===== config.mk =====
export PLATFORM = sky130hd
export DESIGN_NAME = fsm_chk_rule
export DESIGN_NICKNAME = d
export VERILOG_FILES = /design/src/rtl/fsm_chk_pkg.sv /design/src/rtl/fsm_chk_rule.sv
export SDC_FILE = /design/constraint.sdc
export NUM_CORES = 1
export LEC_CHECK = 0
export BUFFER_PORTS_ARGS = -buffer_cell sky130_fd_sc_hd__buf_2
export CAP_MARGIN = 25
export CORE_AREA = 4 4 41 43
export DETAILED_ROUTE_END_ITERATION = 6
export DIE_AREA = 0 0 45 47
export GPL_TIMING_DRIVEN = 0
export PLACE_DENSITY = 0.5
export SLEW_MARGIN = 20
export SYNTH_ARGS = -nofsm -noshare
export SYNTH_HDL_FRONTEND = slang
export SYNTH_SLANG_ARGS = --single-unit

===== constraint.sdc =====
create_clock -name i_clk -period 2.95 [get_ports i_clk]
set_input_delay 0.4425 -clock i_clk [delete_from_list [all_inputs] [get_ports i_clk]]
set_output_delay 0.4425 -clock i_clk [all_outputs]
set_load 0.02 [all_outputs]

===== src/rtl/fsm_chk_pkg.sv =====
// Shared types and helpers for the FSM transition checker.
// A rule's delay type is sized per instance from its MAX_DLY (see dly_w).
package fsm_chk_pkg;

  typedef enum logic [1:0] {V_NONE, V_PASS, V_FAIL} verdict_e;

  // Bits needed to count 0..MAX_DLY+1 cycles since arm.
  function automatic int dly_w(input int max_dly);
    return $clog2(max_dly + 2);
  endfunction

  function automatic logic [31:0] sat_add(input logic [31:0] a, input logic [31:0] b,
                                          input int unsigned w);
    logic [32:0] sum;
    logic [32:0] lim;
    sum = {1'b0, a} + {1'b0, b};
    lim = (33'd1 << w) - 33'd1;
    return (sum > lim) ? lim[31:0] : sum[31:0];
  endfunction

endpackage


===== src/rtl/fsm_chk_rule.sv =====
// One transition rule: arm compare, delay counter, busy window and verdict.
// o_fail_nxt is the fail about to be registered, so aggregation lines up with o_fail.
module fsm_chk_rule
  import fsm_chk_pkg::*;
#(
  parameter int STATE_W    = 4,
  parameter int MIN_DLY    = 1,
  parameter int MAX_DLY    = 1,
  parameter int EARLY_FAIL = 0,
  parameter int RETRIGGER  = 0
) (
  input  logic               i_clk,
  input  logic               i_rst,
  input  logic               i_enable,
  input  logic [STATE_W-1:0] i_state,
  input  logic [STATE_W-1:0] i_from_state,
  input  logic               i_trigger,
  input  logic               i_expect,
  output logic               o_busy,
  output logic               o_pass,
  output logic               o_fail,
  output logic               o_fail_nxt
);

  localparam int DLY_W = dly_w(MAX_DLY);
  typedef logic [DLY_W-1:0] dly_t;
  localparam dly_t MIN_D = dly_t'(MIN_DLY);
  localparam dly_t MAX_D = dly_t'(MAX_DLY);

  logic     r_busy;
  logic     r_pass;
  logic     r_fail;
  dly_t     r_dly;
  logic     w_arm;
  logic     w_open;
  verdict_e w_verdict;

  always_comb begin
    w_arm     = i_enable && i_trigger && (i_state == i_from_state);
    w_verdict = V_NONE;
    if (r_busy) begin
      if (i_expect && (r_dly >= MIN_D))
        w_verdict = V_PASS;
      else if (i_expect && (EARLY_FAIL != 0))
        w_verdict = V_FAIL;
      else if (!i_expect && (r_dly == MAX_D))
        w_verdict = V_FAIL;
    end
    // A resolving window always frees the slot for a same-cycle arm.
    w_open = w_arm && (!r_busy || (w_verdict != V_NONE) || (RETRIGGER != 0));
  end

  always_ff @(posedge i_clk or posedge i_rst) begin
    if (i_rst) begin
      r_busy <= 1'b0;
      r_pass <= 1'b0;
      r_fail <= 1'b0;
      r_dly  <= '0;
    end else if (!i_enable) begin
      r_busy <= 1'b0;
      r_pass <= 1'b0;
      r_fail <= 1'b0;
      r_dly  <= '0;
    end else begin
      r_pass <= (w_verdict == V_PASS);
      r_fail <= (w_verdict == V_FAIL);
      if (w_open) begin
        r_busy <= 1'b1;
        r_dly  <= dly_t'(1);
      end else if (w_verdict != V_NONE) begin
        r_busy <= 1'b0;
        r_dly  <= '0;
      end else if (r_busy) begin
        r_dly  <= dly_t'(r_dly + 1'b1);
      end
    end
  end

  assign o_busy     = r_busy;
  assign o_pass     = r_pass;
  assign o_fail     = r_fail;
  assign o_fail_nxt = i_enable && (w_verdict == V_FAIL);

endmodule


# After elaboration in Yosys (flattened, before gate mapping)
# Index checks and enable logic that the tools add are counted.
op_classes:
  n_addsub: 1
  n_mux: 12
  shifts: 0
  n_reduce_logical: 10
  n_div: 0
  magnitude_cmp: 1
  n_mul: 0
  n_eq_ne: 6
  n_bitwise: 0
op_table:
  columns: ["operator", "n"]
  rows:
  - ["$mux 2", 7]
  - ["$logic_and 1x1->1", 6]
  - ["$mux 1", 5]
  - ["$eq 2x1->1 const B", 2]
  - ["$eq 4x4->1", 1]
  - ["$ne 4x1->1 const B", 1]
  - ["$ne 3x1->1 const B", 1]
  - ["$add 2x1->2 const B", 1]
  - ["$eq 2x2->1 const B", 1]
  - ["$ge 2x1->1 const B", 1]
  - ["$logic_not 1->1", 2]
  - ["$reduce_bool 2->1", 1]
  - ["$logic_or 1x1->1", 1]
totals:
  mem_count: 0
  ramBits: 0
  mem_bits_ro: 0
  latchBits: 0
  wordCells: 34
  out_inout_bits: 4
  input_bits: 13
  reg_bits: 5

# Depth between registers and ports, before layout
logic_depth:
  word_depth: 10
  mapped_depth: 6
  depth_no_buf: 6

# Worst setup path after synthesis
# Ideal clock, no wire load.
synth_timing:
  kind: "register to output"
  startpoint: "register r_busy, in the netlist o_busy"
  endpoint: "output port o_fail_nxt"
  required_time_ns: 2.508
  path_stages_with_launch: 3
  n_path_buf: 0
  t_arrival_ns: 1.189
  path_slack_ns: 1.318
  path_cell_list: "dfrtp_1 nand2_1 nor3b_1"
synth_via:
  elab_chain_len: 3
synth_lines:
  columns: ["element", "line_no", "source"]
  rows:
  - ["from (decl)", "fsm_chk_rule.sv:30", "logic r_busy;"]
  - ["from (signal assigned)", "fsm_chk_rule.sv:55", "r_busy <= 1'b0;"]
  - ["from (signal assigned)", "fsm_chk_rule.sv:60", "r_busy <= 1'b0;"]
  - ["from (signal assigned)", "fsm_chk_rule.sv:68", "r_busy <= 1'b1;"]
  - ["$mux 2", "fsm_chk_rule.sv:41", "if (r_busy) begin"]
  - ["$eq 2x2->1", "fsm_chk_rule.sv:82", "assign o_fail_nxt = i_enable && (w_verdict == V_FAIL);"]
  - ["$logic_and 1x1->1", "fsm_chk_rule.sv:82", null]
  - ["to (decl)", "fsm_chk_rule.sv:22", "output logic o_fail_nxt"]
# Every way passes these cells.

# Final worst setup path
layout_timing:
  startpoint: "register r_dly[1]"
  endpoint: "output port o_fail_nxt"
layout_via:
  elab_chain_len: 7
  word_cells_on_any_way: 9
  classes_between: "1 x order compare; 2 x eq/ne; 3 x mux; 3 x reduce/logical"
layout_lines:
  columns: ["element", "line_no", "source"]
  rows:
  - ["from (decl)", "fsm_chk_rule.sv:33", "dly_t r_dly;"]
  - ["from (signal assigned)", "fsm_chk_rule.sv:69", "r_dly <= dly_t'(1);"]
  - ["from (signal assigned)", "fsm_chk_rule.sv:74", "r_dly <= dly_t'(r_dly + 1'b1);"]
  - ["$eq 2x1->1", "fsm_chk_rule.sv:46", "else if (!i_expect && (r_dly == MAX_D))"]
  - ["$logic_and 1x1->1", "fsm_chk_rule.sv:46", null]
  - ["$mux 2", "fsm_chk_rule.sv:46", null]
  - ["$mux 2 *", "fsm_chk_rule.sv:42", "if (i_expect && (r_dly >= MIN_D))"]
  - ["$mux 2 *", "fsm_chk_rule.sv:41", null]
  - ["$eq 2x2->1 *", "fsm_chk_rule.sv:82", null]
  - ["$logic_and 1x1->1 *", "fsm_chk_rule.sv:82", null]
# Mark *: on every way between the ends. The rest lies on a longest branch, timed or not.

==> impl_metrics.csv <==
group,metric,value,unit
clock_tree,clock_sinks,5,
setup_path,required,2.51,ns
synth,synth.distinct_cells,17,
synth,ys_seq_area_share,39.4,%
global_route,grt_pass1_vias,270,
setup_path,crit_path_start_kind,"flop",
setup_path,cp_slowest_stage_delay,0.37,ns
placed_design,globalplace.congestion,0.669,
setup_path,end_kind,"primary output",
placed_design,io_buffers,16,
sta,grt_setup_unrepaired,"no",
floorplan,die_w,45,um
synth,synth_top_area_share,39.4,%
synth,avgSynthCellArea,10.3,um^2
drt,routed_wl,687,um
clock_tree,cts_setup_buffers,0,
synth,syn_area,318,um^2
setup_path,reg2reg_from,"r_dly[0]",
clock_tree,cts.htree.levels,1,
synth,synthAdderAreaFrac,7.87,%
clock_tree,clock_latency,0.24,ns
synth,yosysMostFrequentCell,"dfrtp_1",
synth,yosys.area.top_type,"dfrtp_1",
synth,async_flop_share,100,%
synth,synth_top_family_by_area,"simple AND/OR/NAND/NOR gates",
synth,muxShareOfSynthArea,4.72,%
flow_run,maxCapViolCount,0,
setup_path,regToRegEndpoint,"o_busy",
sta,setup_violations,0,
placed_design,dp_hpwl,589,um
floorplan,dieArea,2120,um^2
setup_path,worst-r2r-setup-slack,1.44,ns
global_route,overflow,0,
clock_tree,cts_tree,"done",
synth,netlist_instances,31,
synth,ys_warn_count,0,
drt,dr.pass1.iters,6,
sta,tns,0,ns
drt,drc,0,
pwr,power_density,402,nW/um^2
final_layout,area_growth,39.4,%
final_layout,n_antenna_cell,0,
setup_path,slowest_stage,"dfrtp_1",
drt,top_layer,"met3",
floorplan,ioPinCount,17,
floorplan,fp-row-count,13,
clock_tree,cts_buffers,3,
hold_path,min_path_type,"input port to async pin",
sta,hold_viol,0,
pwr,ir_worst_vdd,0.000201,V
global_route,grtUsageTotal,7.94,%
final_layout,fin_util,34.0,%
clock_tree,postCtsHoldBufs,0,
synth,synthTopCellsByArea,"dfrtp_1, xor2_1, ha_1",
synth,synth_edf_count,0,
sta,fmax,577,MHz
setup_path,path_buf_inv,2,
setup_path,reg2reg_depth,5,
run_status,status,"finished clean",
pwr,power.leakage,0.226,nW
drt,drtAntennaViolNets,0,
floorplan,core_area,1300,um^2
clock_tree,cts_resized,0,
synth,synth-compound-area-share,8.27,%
final_layout,finalNetCount,67,
final_layout,drive_above_1_share,45.1,%
sta,worst_slew_pin_slew,0.273,ns
synth,synth_common_cells,"dfrtp_1, nand3_1, inv_1, xor2_1",
sta,drv_slew,0,
global_route,antenna_found_initial,0,
clock_tree,path_clk_slew,0.04,ns
global_route,grt_max_degree,8,
sta,relSlewSlack,81.7,%
synth,syn_nets,46,
sta,fin_skew,0.000162,ns
sta,fin_crit,1.73,ns
sta,fin_ws,1.22,ns
synth,synth_xor_area_share,11.0,%
synth,ys.flop_type,"dfrtp_1",
sta,period_share,58.8,%
drt,wl_met2,326,um
floorplan,start_util,24.4,%
drt,num_vias,283,
setup_path,critPathKind,"flop to primary output",
setup_path,crit_family,"flip-flops",
global_route,grt_pass1_wl,1120,um
setup_path,arrival,1.29,ns
drt,wl_per_cell,10.4,um
drt,via_per_inst,4.29,
setup_path,path_max_fanout,2,
placed_design,pre_cts_slack,1.34,ns
drt,route.met3.wl,74,um
clock_tree,clk_path_buf_depth,2,
setup_path,path_cells,"inv_1 > ha_1 > nor3b_1 > buf_2",
synth,ys_seq_elements,5,
drt,drt-initial-drc-count,13,
synth,synth-simple-area-share,24.0,%
clock_tree,root_buffer,"clkbuf_4",
drt,wl_met1,286,um
floorplan,die_h,47,um
pwr,total_power,178,uW
-- flip-flops by register name (all words and copies together), names as in the netlist --
name / cells
o_busy: 1
o_fail: 1
o_pass: 1
r_dly: 2
-- worst max-delay path by stage --
stage / start / end / cells after the start
after global placement: i_enable / o_fail_nxt / 4
after floorplan: o_busy / o_fail_nxt / 2
after detailed placement: i_enable / o_fail_nxt / 4
after CTS: r_dly[1] / o_fail_nxt / 4
after global routing: r_dly[1] / o_fail_nxt / 4
final: r_dly[1] / o_fail_nxt / 4
-- per-layer routing --
layer / vias up / GRT usage (%)
li1: 145 / -
met1: 125 / 9.70
met2: 13 / 11.3
met3: 0 / 6.90
met4: 0 / 0
met5: - / 0
-- worst reg2reg max path, delay by kind of cell (launching register included) --
family	cells	cell delay (ns)
mux	1	0.29
fa+ha+maj	1	0.21
simple gates	1	0.18
buf+inv	1	0.08
flops	1	0.38
compound gates	1	0.25
-- placed cells by master, fill, tap and decap left out, types with 2 or more instances in the layout --
master    Yosys  final
inv_1         3      3
nand3_1       4      4
xor2_1        3      3
buf_2         0     16
nand2_1       2      2
dfrtp_1       5      5
ha_1          2      2
clkbuf_4      0      3
nor3b_1       2      2
-- cell families (layout without fill, tap and decap cells) --
family,Yosys count,in the layout
xor+xnor,4,4
buf+inv,4,24
fa+ha+maj,2,2
simple gates,11,11
mux,1,1
flops,5,5
compound gates,4,4
-- area by class of cell --
class / count / area [um^2]
fill: 137 / 858
multi-input combinational: 22 / 178
sequential: 5 / 125
timing repair buffer: 16 / 80.1
clock buffer: 4 / 26.3
tap: 15 / 18.8
inverter: 4 / 15.0
-- power breakdown --
part / switching, mW / internal, mW
clock: 0.0269 / 0.0511
combinational: 0.0152 / 0.0133
sequential: 0.00150 / 0.0701
-- metrics by stage --
stage               hold WS, ns  cells  area, um^2
floorplan                 0.221     31         318
global placement          0.343     62         417
detailed placement        0.348     62         417
CTS                      0.0871     66         443
global route             0.0928     66         443
finish                   0.0918     66         443
No activity file was read; power rests on OpenSTA's default activity.
